==> src/rtl/mux8_rr_scheduler.sv <==
// Round-robin scheduler for an 8:1 mux: registered sel/grant, bounded bursts,
// optional turnaround gap with sel held stable between grants.
module mux8_rr_scheduler #(
    parameter int MAX_BURST  = 4,
    parameter int GAP_CYCLES = 1
) (
    input  logic       clk,
    input  logic       rst_n,
    input  logic [7:0] req,
    input  logic       out_ready,
    output logic [2:0] sel,
    output logic [7:0] grant,
    output logic       out_valid,
    output logic       busy
);
    typedef enum logic [1:0] {IDLE, GRANT, GAP} state_t;

    localparam logic [3:0] LAST_BEAT = 4'(MAX_BURST - 1);
    localparam logic [3:0] LAST_GAP  = (GAP_CYCLES > 0) ? 4'(GAP_CYCLES - 1) : 4'd0;

    state_t     state_q, state_d;
    logic [2:0] sel_q, sel_d, ptr_q, ptr_d;
    logic [7:0] grant_q, grant_d;
    logic [3:0] beat_q, beat_d, gap_q, gap_d;
    logic       pick_vld;
    logic [2:0] pick_idx;
    logic       beat;

    // Descending scan so the smallest offset from ptr is the last (winning) write.
    always_comb begin
        pick_vld = 1'b0;
        pick_idx = 3'd0;
        for (int i = 7; i >= 0; i--) begin
            if (req[ptr_q + 3'(i)]) begin
                pick_vld = 1'b1;
                pick_idx = ptr_q + 3'(i);
            end
        end
    end

    always_ff @(posedge clk or negedge rst_n) begin
        if (!rst_n) begin
            state_q <= IDLE;
            sel_q   <= 3'd0;
            grant_q <= 8'd0;
            ptr_q   <= 3'd0;
            beat_q  <= 4'd0;
            gap_q   <= 4'd0;
        end else begin
            state_q <= state_d;
            sel_q   <= sel_d;
            grant_q <= grant_d;
            ptr_q   <= ptr_d;
            beat_q  <= beat_d;
            gap_q   <= gap_d;
        end
    end

    always_comb begin
        state_d = state_q;
        sel_d   = sel_q;
        grant_d = grant_q;
        ptr_d   = ptr_q;
        beat_d  = beat_q;
        gap_d   = gap_q;
        case (state_q)
            IDLE: begin
                if (pick_vld) begin
                    sel_d   = pick_idx;
                    grant_d = 8'b1 << pick_idx;
                    beat_d  = 4'd0;
                    state_d = GRANT;
                end
            end
            GRANT: begin
                // Withdrawal and final beat in one cycle collapse into a single release.
                if (!req[sel_q] || (beat && beat_q == LAST_BEAT)) begin
                    grant_d = 8'd0;
                    ptr_d   = sel_q + 3'd1;
                    beat_d  = 4'd0;
                    gap_d   = 4'd0;
                    state_d = (GAP_CYCLES > 0) ? GAP : IDLE;
                end else if (beat) begin
                    beat_d = beat_q + 4'd1;
                end
            end
            GAP: begin
                if (gap_q == LAST_GAP) state_d = IDLE;
                else                   gap_d   = gap_q + 4'd1;
            end
            default: state_d = IDLE;
        endcase
    end

    always_comb begin
        out_valid = (state_q == GRANT) && req[sel_q];
        busy      = (state_q != IDLE);
    end

    assign beat  = out_valid && out_ready;
    assign sel   = sel_q;
    assign grant = grant_q;
endmodule

==> config.mk <==
export PLATFORM = sky130hd
export DESIGN_NAME = mux8_rr_scheduler
export DESIGN_NICKNAME = d
export VERILOG_FILES = /design/src/rtl/mux8_rr_scheduler.sv
export SDC_FILE = /design/constraint.sdc
export NUM_CORES = 1
export LEC_CHECK = 0
export CORE_MARGIN = 2
export CORE_UTILIZATION = 57
export DETAILED_ROUTE_END_ITERATION = 6
export PLACE_DENSITY = 0.8
export SYNTH_ARGS = -nofsm -noshare
export SYNTH_HDL_FRONTEND = slang
export SYNTH_SLANG_ARGS = --single-unit
==> constraint.sdc <==
create_clock -name clk -period 3.65 [get_ports clk]
set_input_delay 0.5475 -clock clk [delete_from_list [all_inputs] [get_ports clk]]
set_output_delay 0.5475 -clock clk [all_outputs]
set_load 0.005 [all_outputs]
==> impl_metrics.ini, run 1 <==
[outcome]
status = completed

[sta]
finalHoldViolCount = 0
finClkSkew_ns = 0.0105
postLayoutSetupSlackWorst_ns = 0.406
finalSetupViolations = 0
fin_crit_ns = 3.24
worstMarginPinSlew_ns = 1.06
grt_setup_unrepaired = no
max_freq_ghz = 0.308
fin_crit_sh_pct = 88.9
tns_ns = 0
slew_headroom_pct = 28.8
report.final.slew_viol_count = 0

[worst_setup_path]
critPathKind = reg -> reg
cp_cell_sequence = inv_1 > ha_1 > buf_4 > mux4_2 > mux2i_2 > nand2b_1 > o221ai_1 > mux2_2 > a41o_1 > o32ai_1
reg2reg_slack_ns = 0.41
crit_path_end = grant[6]
startpoint = ptr_q[1]
start_kind = flop
reg2reg_from = ptr_q[1]
endpoint_kind = flop
crit_slowest_cell = ha_1
required_ns = 3.81
cp.arrival_ns = 3.40
path_max_fanout = 12
critPathMaxStageDelay_ns = 0.61
r2r_cells = 10
r2r-end = grant[6]

[global_routing]
grt_usage_pct = 25.3
grt_pass1_vias = 1824
gr-total-overflow = 0
grt_max_degree = 31
antenna_found_initial = 0
grt_pass1_wl_um = 8740

[clock_tree]
clock_latency_ns = 0.27
cts.sinks = 24
cts.reportedPaths.clkPinSlew_ns = 0.09
post-cts-setup-buffers = 0
ctsResizeCount = 0
htree_levels = 1
clk_path_buf_depth = 2
holdBufCountCts = 0
cts_root_buffer = clkbuf_8
tritoncts = yes
cts_inserted_buffers = 3

[routing]
wl_per_cell_um = 17.6
wl_um = 5410
ant_nets = 0
dr.pass1.iters = 4
drt_iter0_markers = 323
drc = 0
vias_per_cell = 6.48
vias = 1990

[run]
maxCapViolCount = 0

[floorplan]
die_y_um = 67.4
start_util_pct = 58.2
dieArea_sq_um = 4550
die_x_um = 67.4
io_pins = 24
placementRows = 23
fp.coreArea_sq_um = 3940

[placed_design]
gp_congestion = 0.885
place_inst = 303
dpl.hpwl_um = 3980
place_worst_setup_slack_ns = 0.332
postPlaceCellArea_sq_um = 2500
io_buffers = 23

[layout]
fin_cells = 307
n_fill_cell = 308
stdcell_area_sq_um = 2570
drive_above_1_share_pct = 14.4
num_antenna_cells = 0
area_growth_syn_to_layout_pct = 12.3
fin_util_pct = 65.3
fin_nets = 275

[logic_synthesis]
synth_area_sq_um = 2290
synth_compound_area_share_pct = 18.4
syn_inst = 246
synth_top_family_by_area = multiplexers
synthTopCellsByCount = dfrtp_1 (24), nand2_1 (24), inv_1 (16)
synthAdderAreaFrac_pct = 3.27
ys.flop_type = dfrtp_1
ys_types = 53
synth_fp_nets = 263
async_reset_ff_share_pct = 100
synth_xor_area_share_pct = 2.29
yosysSeqAreaShare_pct = 26.2
synthSimpleGateAreaFrac_pct = 17.0
yosysTopAreaCell = dfrtp_1
synth_edf_count = 0
yosys-top-cells-area = dfrtp_1 (26%), mux4_2 (13%), mux2_2 (5.9%), mux2i_1 (4.4%), nand2_1 (3.9%)
synthMuxAreaShare_pct = 25.4
synth_top_area_share_pct = 26.2
avgSynthCellArea_sq_um = 9.32
ys_warn_count = 0
synth_seq_cells = 24

[power_and_ir_drop]
p_int_uw = 1330
seqPwrFrac_pct = 17.7
p_per_area_nw_per_um2 = 978
p_sw_uw = 1190
combPwrFrac_pct = 73.1
clock_power_share_pct = 9.1
vdd_drop_max_uv = 648
switching_share_pct = 47.3
p_leak_uw = 0.00106

[hold_path]
hp-class = reg -> reg
-- kinds of logic (layout without fill, tap and decap cells) --
group / count (synthesis) / count (layout)
AO/OA/AOI/OAI: 59 / 59
flip-flops: 24 / 24
buffers and inverters: 36 / 47
XOR/XNOR: 6 / 6
AND/OR/NAND/NOR: 77 / 77
adder cells (fa/ha/maj): 6 / 6
multiplexers: 38 / 38
-- flip-flops by register name (all words and copies together), names as in the netlist --
signal and flops:
beat_q 4, grant 8, gap_q 4, ptr_q 3, state_q 2, sel 3
-- layout make-up --
| type | count | area, sq um | share of cell area (%) |
|---|---|---|---|
| inverter | 16 | 60.1 | 2.33 |
| sequential | 24 | 601 | 23.3 |
| clock buffer | 3 | 41.3 | 1.60 |
| multi-input combinational | 186 | 1520 | 59.0 |
| clock inverter | 1 | 30.0 | 1.17 |
| tap | 50 | 62.6 | 2.43 |
| timing repair buffer | 27 | 260 | 10.1 |
-- stage by stage --
stage	power, uW	hold WS, ns
after detailed placement	2260	0.483
after global routing	2720	0.528
after floorplan	1860	0.252
final	2520	0.503
after CTS	2500	0.512
after global placement	2230	0.487
-- worst max-delay path: cells and delay by family (launching register included) --
family / cells / cell delay, ns
multiplexers: 3 / 0.95
AO/OA/AOI/OAI: 3 / 0.68
adder cells (fa/ha/maj): 1 / 0.61
buffers and inverters: 2 / 0.37
flip-flops: 1 / 0.36
AND/OR/NAND/NOR: 1 / 0.15
-- per-layer routing --
layer,vias up,track usage [%],routed length [um]
li1,943,-,-
met1,955,35.8,2310
met2,84,39.6,2600
met3,8,4.67,439
met4,0,7.91,62
met5,-,0,0
-- power by group through the flow --
stage	clock, uW	combinational [uW]	sequential, uW
after floorplan	0	1430	425
after global placement	0	1780	448
after detailed placement	0	1810	449
after CTS	234	1820	445
after global routing	245	2010	459
final	230	1840	446
-- how the worst min path moves through the flow --
stage	from	endpoint	slack (ns)	depth (start not counted)
5_1_grt	grant[0]	grant[0]	0.53	1
4_1_cts	grant[0]	grant[0]	0.51	1
3_5_place_dp	grant[2]	grant[2]	0.48	1
6_report	grant[2]	grant[2]	0.50	1
2_1_floorplan	rst_n	beat_q[0]	0.25	0
3_3_place_gp	grant[1]	grant[1]	0.49	1
-- cell usage in the layout, fill, tap and decap left out, types with 4 or more instances in the layout --
cell / n
inv_1: 16
mux2i_1: 10
mux4_2: 13
nor2_1: 12
nand2b_1: 5
nand3_1: 5
and2_1: 4
a211o_1: 4
buf_4: 4
ha_1: 6
o32ai_1: 6
nand2_1: 24
nand4_1: 4
a21oi_1: 7
nor2b_1: 9
clkdlybuf4s50_1: 23
dfrtp_1: 24
xnor2_1: 6
o21ai_0: 15
a32o_1: 4
mux2_2: 12
No activity file was read; power rests on OpenSTA's default activity.
==> run 2, diff against run 1 <==
--- a/config.mk
+++ b/config.mk
@@ -8,6 +8,7 @@
 export CORE_MARGIN = 2
 export CORE_UTILIZATION = 57
 export DETAILED_ROUTE_END_ITERATION = 6
+export MAX_ROUTING_LAYER = met4
 export PLACE_DENSITY = 0.8
 export SYNTH_ARGS = -nofsm -noshare
 export SYNTH_HDL_FRONTEND = slang
==> run 2 against run 1 <==
Net effect:
- clock-buffer cell count unchanged
- sequential share of layout area is the same
- clock skew about the same
- non-clock buffer count unchanged
- design area unchanged
- sequential power about the same
- global-route usage up 0.67 points
- utilization stayed put
- critical path depth did not move
- sequential cell count stayed put
- critical path type unchanged
- highest routed layer unchanged
==> impl_metrics.ini, run 2 (synthesized netlist as in run 1, its figures left out) <==
[routing]
dr.pass1.iters = 4
vias_per_cell = 6.54
drc = 0
drt_iter0_markers = 225
ant_nets = 0
wl_per_cell_um = 17.6
vias = 2009
wl_um = 5400

[worst_setup_path]
path_max_fanout = 12
endpoint_kind = flop
critPathKind = reg -> reg
cp.arrival_ns = 3.41
required_ns = 3.81
start_kind = flop

[floorplan]
fp.coreArea_sq_um = 3940
placementRows = 23
start_util_pct = 58.2
die_y_um = 67.4
dieArea_sq_um = 4550
io_pins = 24
die_x_um = 67.4

[power_and_ir_drop]
p_per_area_nw_per_um2 = 978
p_leak_uw = 0.00106
vdd_drop_max_uv = 650

[clock_tree]
htree_levels = 1
holdBufCountCts = 0
cts_root_buffer = clkbuf_8
cts.sinks = 24
cts_inserted_buffers = 3
ctsResizeCount = 0
tritoncts = yes
clk_path_buf_depth = 2
post-cts-setup-buffers = 0
cts.reportedPaths.clkPinSlew_ns = 0.09
clock_latency_ns = 0.27

[sta]
report.final.slew_viol_count = 0
fin_crit_sh_pct = 89.0
slew_headroom_pct = 28.8
fin_crit_ns = 3.25
postLayoutSetupSlackWorst_ns = 0.401
grt_setup_unrepaired = no
worstMarginPinSlew_ns = 1.06
finalSetupViolations = 0
finalHoldViolCount = 0
tns_ns = 0
finClkSkew_ns = 0.0105
hold_ws_ns = 0.503
max_freq_ghz = 0.308

[layout]
num_antenna_cells = 0
n_fill_cell = 308
fin_nets = 275
mostFrequentLayoutCells = nand2_1 (24), dfrtp_1 (24), clkdlybuf4s50_1 (23), inv_1 (16), o21ai_0 (15)
area_growth_syn_to_layout_pct = 12.3
largest_reg_flops = 8
drive_above_1_share_pct = 14.4
fin_cells = 307

[run]
maxCapViolCount = 0

[placed_design]
gp_congestion = 0.900
dpl.hpwl_um = 3980
io_buffers = 23
place_worst_setup_slack_ns = 0.332
place_inst = 303

[global_routing]
grt_usage_pct = 26.0
antenna_found_initial = 0
grt_pass1_vias = 1829
grt_max_degree = 31
grt_pass1_wl_um = 8710
gr-total-overflow = 0

[outcome]
status = completed

[hold_path]
hp-class = reg -> reg
==> run 2: cell counts in the layout (fill, tap and decap cells not counted) <==
Identical to the previous run, type by type.
==> run 2: power by group <==
group | internal (uW) | switching (uW) | total [uW]
combinational | 827 | 1020 | 1840
sequential | 352 | 92.6 | 445
clock | 147 | 84.0 | 231
total | 1330 | 1190 | 2520
==> run 2: worst paths after layout <==
kind                                from        to  slack [ns]  depth (start not counted)
worst max register to register  ptr_q[1]  grant[6]        0.40                         10
min in group asynchronous          rst_n  gap_q[1]        0.85                          1
max in group asynchronous          rst_n  grant[5]        2.15                          1
worst max-delay path            ptr_q[1]  grant[6]        0.40                         10
worst min register to register  grant[2]  grant[2]        0.50                          1
worst min-delay path            grant[2]  grant[2]        0.50                          1
==> run 2: area by class of cell <==
class / count / area [sq um] / area share [%]
multi-input cells: 186 / 1520 / 59.0
flip-flops and latches: 24 / 601 / 23.3
repair buffers: 27 / 260 / 10.1
well taps: 50 / 62.6 / 2.43
inverters: 16 / 60.1 / 2.33
clock buffers: 3 / 41.3 / 1.60
clock inverters: 1 / 30.0 / 1.17
==> run 2: layer usage <==
| layer | wire [um] | share of wire, % | GRT usage (%) | up-vias |
|---|---|---|---|---|
| li1 | - | - | - | 942 |
| met3 | 390 | 7.2 | 4.33 | 16 |
| met4 | 93 | 1.7 | 7.91 | 0 |
| met1 | 2370 | 44 | 35.8 | 953 |
| met2 | 2550 | 47 | 39.6 | 98 |
| met5 | 0 | 0 | - | - |
==> run 2: metrics by stage <==
stage	area, sq um	power, uW	utilization, %
detailed placement	2500	2260	63.5
floorplan	2290	1860	-
CTS	2570	2500	65.3
global route	2570	2720	65.3
global placement	2500	2230	63.5
finish	2570	2520	65.3
==> run 2: critical path, stage by stage (launching register included) <==
cell,delay [ns]
dfrtp_1,0.36
inv_1,0.14
ha_1,0.61
buf_4,0.23
mux4_2,0.34
mux2i_2,0.31
nand2b_1,0.16
o221ai_1,0.13
mux2_2,0.30
a41o_1,0.27
o32ai_1,0.29
==> run 3, diff against run 2 <==
--- a/config.mk
+++ b/config.mk
@@ -5,6 +5,7 @@
 export SDC_FILE = /design/constraint.sdc
 export NUM_CORES = 1
 export LEC_CHECK = 0
+export CORE_ASPECT_RATIO = 1.5
 export CORE_MARGIN = 2
 export CORE_UTILIZATION = 57
 export DETAILED_ROUTE_END_ITERATION = 6
==> run 3 against run 2 <==
Net effect:
- sequential power fell by 2%
- critical path depth is 2 lower
- largest cell class unchanged
- combinational power grew 2%
- die area rose by 0.23%
- non-clock buffer count is 3 higher
- hold slack got worse by 0.0077 ns
- maximum frequency rose by 3.7%
==> impl_metrics.ini, run 3 (synthesized netlist as in run 1, its figures left out) <==
[clock_tree]
cts.sinks = 24
cts.reportedPaths.clkPinSlew_ns = 0.08
tritoncts = yes
ctsResizeCount = 0
cts_root_buffer = clkbuf_8
holdBufCountCts = 0
htree_levels = 1
post-cts-setup-buffers = 0
clock_latency_ns = 0.27
cts_inserted_buffers = 3
clk_path_buf_depth = 2

[worst_setup_path]
path_max_fanout = 12
cp.arrival_ns = 3.30
critPathKind = in -> reg
r2r-end = grant[7]
r2r_cells = 9
start_kind = primary input
required_ns = 3.81
reg2reg_from = ptr_q[1]
startpoint = req[5]
reg2reg_slack_ns = 0.52
endpoint_kind = flop

[hold_path]
hold_end = grant[1]
whs_path_depth = 1
hp-class = reg -> reg
min_from = grant[1]

[global_routing]
grt_usage_pct = 26.9
gr-total-overflow = 0
grt_pass1_wl_um = 9280
grt_max_degree = 31
grt_pass1_vias = 2013
antenna_found_initial = 0

[floorplan]
fp.coreArea_sq_um = 3890
die_y_um = 81.7
die_x_um = 55.8
placementRows = 28
dieArea_sq_um = 4560
start_util_pct = 59.0
io_pins = 24

[routing]
dr.pass1.iters = 4
drt_iter0_markers = 64
vias_per_cell = 6.63
ant_nets = 0
wl_um = 5570
vias = 2021
drc = 0
wl_per_cell_um = 18.3

[sta]
finalSetupViolations = 0
tns_ns = 0
finalHoldViolCount = 0
report.final.slew_viol_count = 0
max_freq_ghz = 0.319
worstMarginPinSlew_ns = 1.03
grt_setup_unrepaired = no
finClkSkew_ns = 0.00400
fin_crit_sh_pct = 85.9
slew_headroom_pct = 31.2
fin_crit_ns = 3.13

[layout]
mostFrequentLayoutCells = nand2_1 (24), dfrtp_1 (24), clkdlybuf4s50_1 (23), inv_1 (16), o21ai_0 (15)
area_growth_syn_to_layout_pct = 13.0
drive_above_1_share_pct = 15.4
num_antenna_cells = 0
largest_reg_flops = 8
n_fill_cell = 309
ff_latch_area_sq_um = 601
fin_nets = 278
multiInputGateArea_sq_um = 1520

[placed_design]
gp_congestion = 0.900
dpl.hpwl_um = 4120
io_buffers = 23

[power_and_ir_drop]
vdd_drop_max_uv = 753
fin_total_pwr_uw = 2540
p_per_area_nw_per_um2 = 982
p_leak_uw = 0.00107

[run]
maxCapViolCount = 0

[outcome]
status = completed
run 3: cell count changes in the layout (fill, tap and decap cells not counted), sizes merged:
cell  previous run  this run
buf              4         7
run 3: critical path: stages:
cell and delay (ns):
clkdlybuf4s50_1 0.67, mux4_2 0.62, mux2i_2 0.29, nand2b_1 0.16
o221ai_1 0.13, mux2_2 0.29, a41o_1 0.27, o32ai_1 0.32
run 3: metrics by stage:
step | instances | hold WS [ns] | util, % | setup WS (ns) | area, sq um
finish | 305 | 0.495 | 66.6 | 0.516 | 2590
global route | 305 | 0.524 | 66.6 | 0.356 | 2590
CTS | 305 | 0.503 | 66.6 | 0.553 | 2590
detailed placement | 301 | 0.484 | 64.8 | 0.289 | 2520
global placement | 301 | 0.485 | 64.8 | 0.332 | 2520
floorplan | 246 | 0.252 | - | 0.517 | 2290
run 3: worst max path at each step:
stage / cells after the start / to / slack (ns)
global route: 9 / grant[7] / 0.36
floorplan: 11 / grant[0] / 0.52
global placement: 7 / grant[6] / 0.33
finish: 8 / grant[7] / 0.52
detailed placement: 7 / grant[6] / 0.29
CTS: 9 / grant[7] / 0.55
run 3: final cells by class:
class                           count  area share, %
Clock inverter                      1           1.16
Multi-Input combinational cell    186           58.7
Tap cell                           45           2.17
Clock buffer                        3           1.59
Timing Repair Buffer               30           10.9
Inverter                           16           2.32
Sequential cell                    24           23.2
run 3: power breakdown:
group / switching [uW] / total, uW / internal, uW
Combinational: 1030 / 1880 / 854
Sequential: 83.6 / 436 / 353
Clock: 80.8 / 227 / 147
run 3: layer usage:
| metal | vias up | routed length (um) | global-route usage, % |
|---|---|---|---|
| met2 | 73 | 2920 | 47.4 |
| li1 | 950 | - | - |
| met4 | 0 | 240 | 17.6 |
| met1 | 975 | 2160 | 29.4 |
| met5 | - | 0 | - |
| met3 | 23 | 255 | 2.05 |
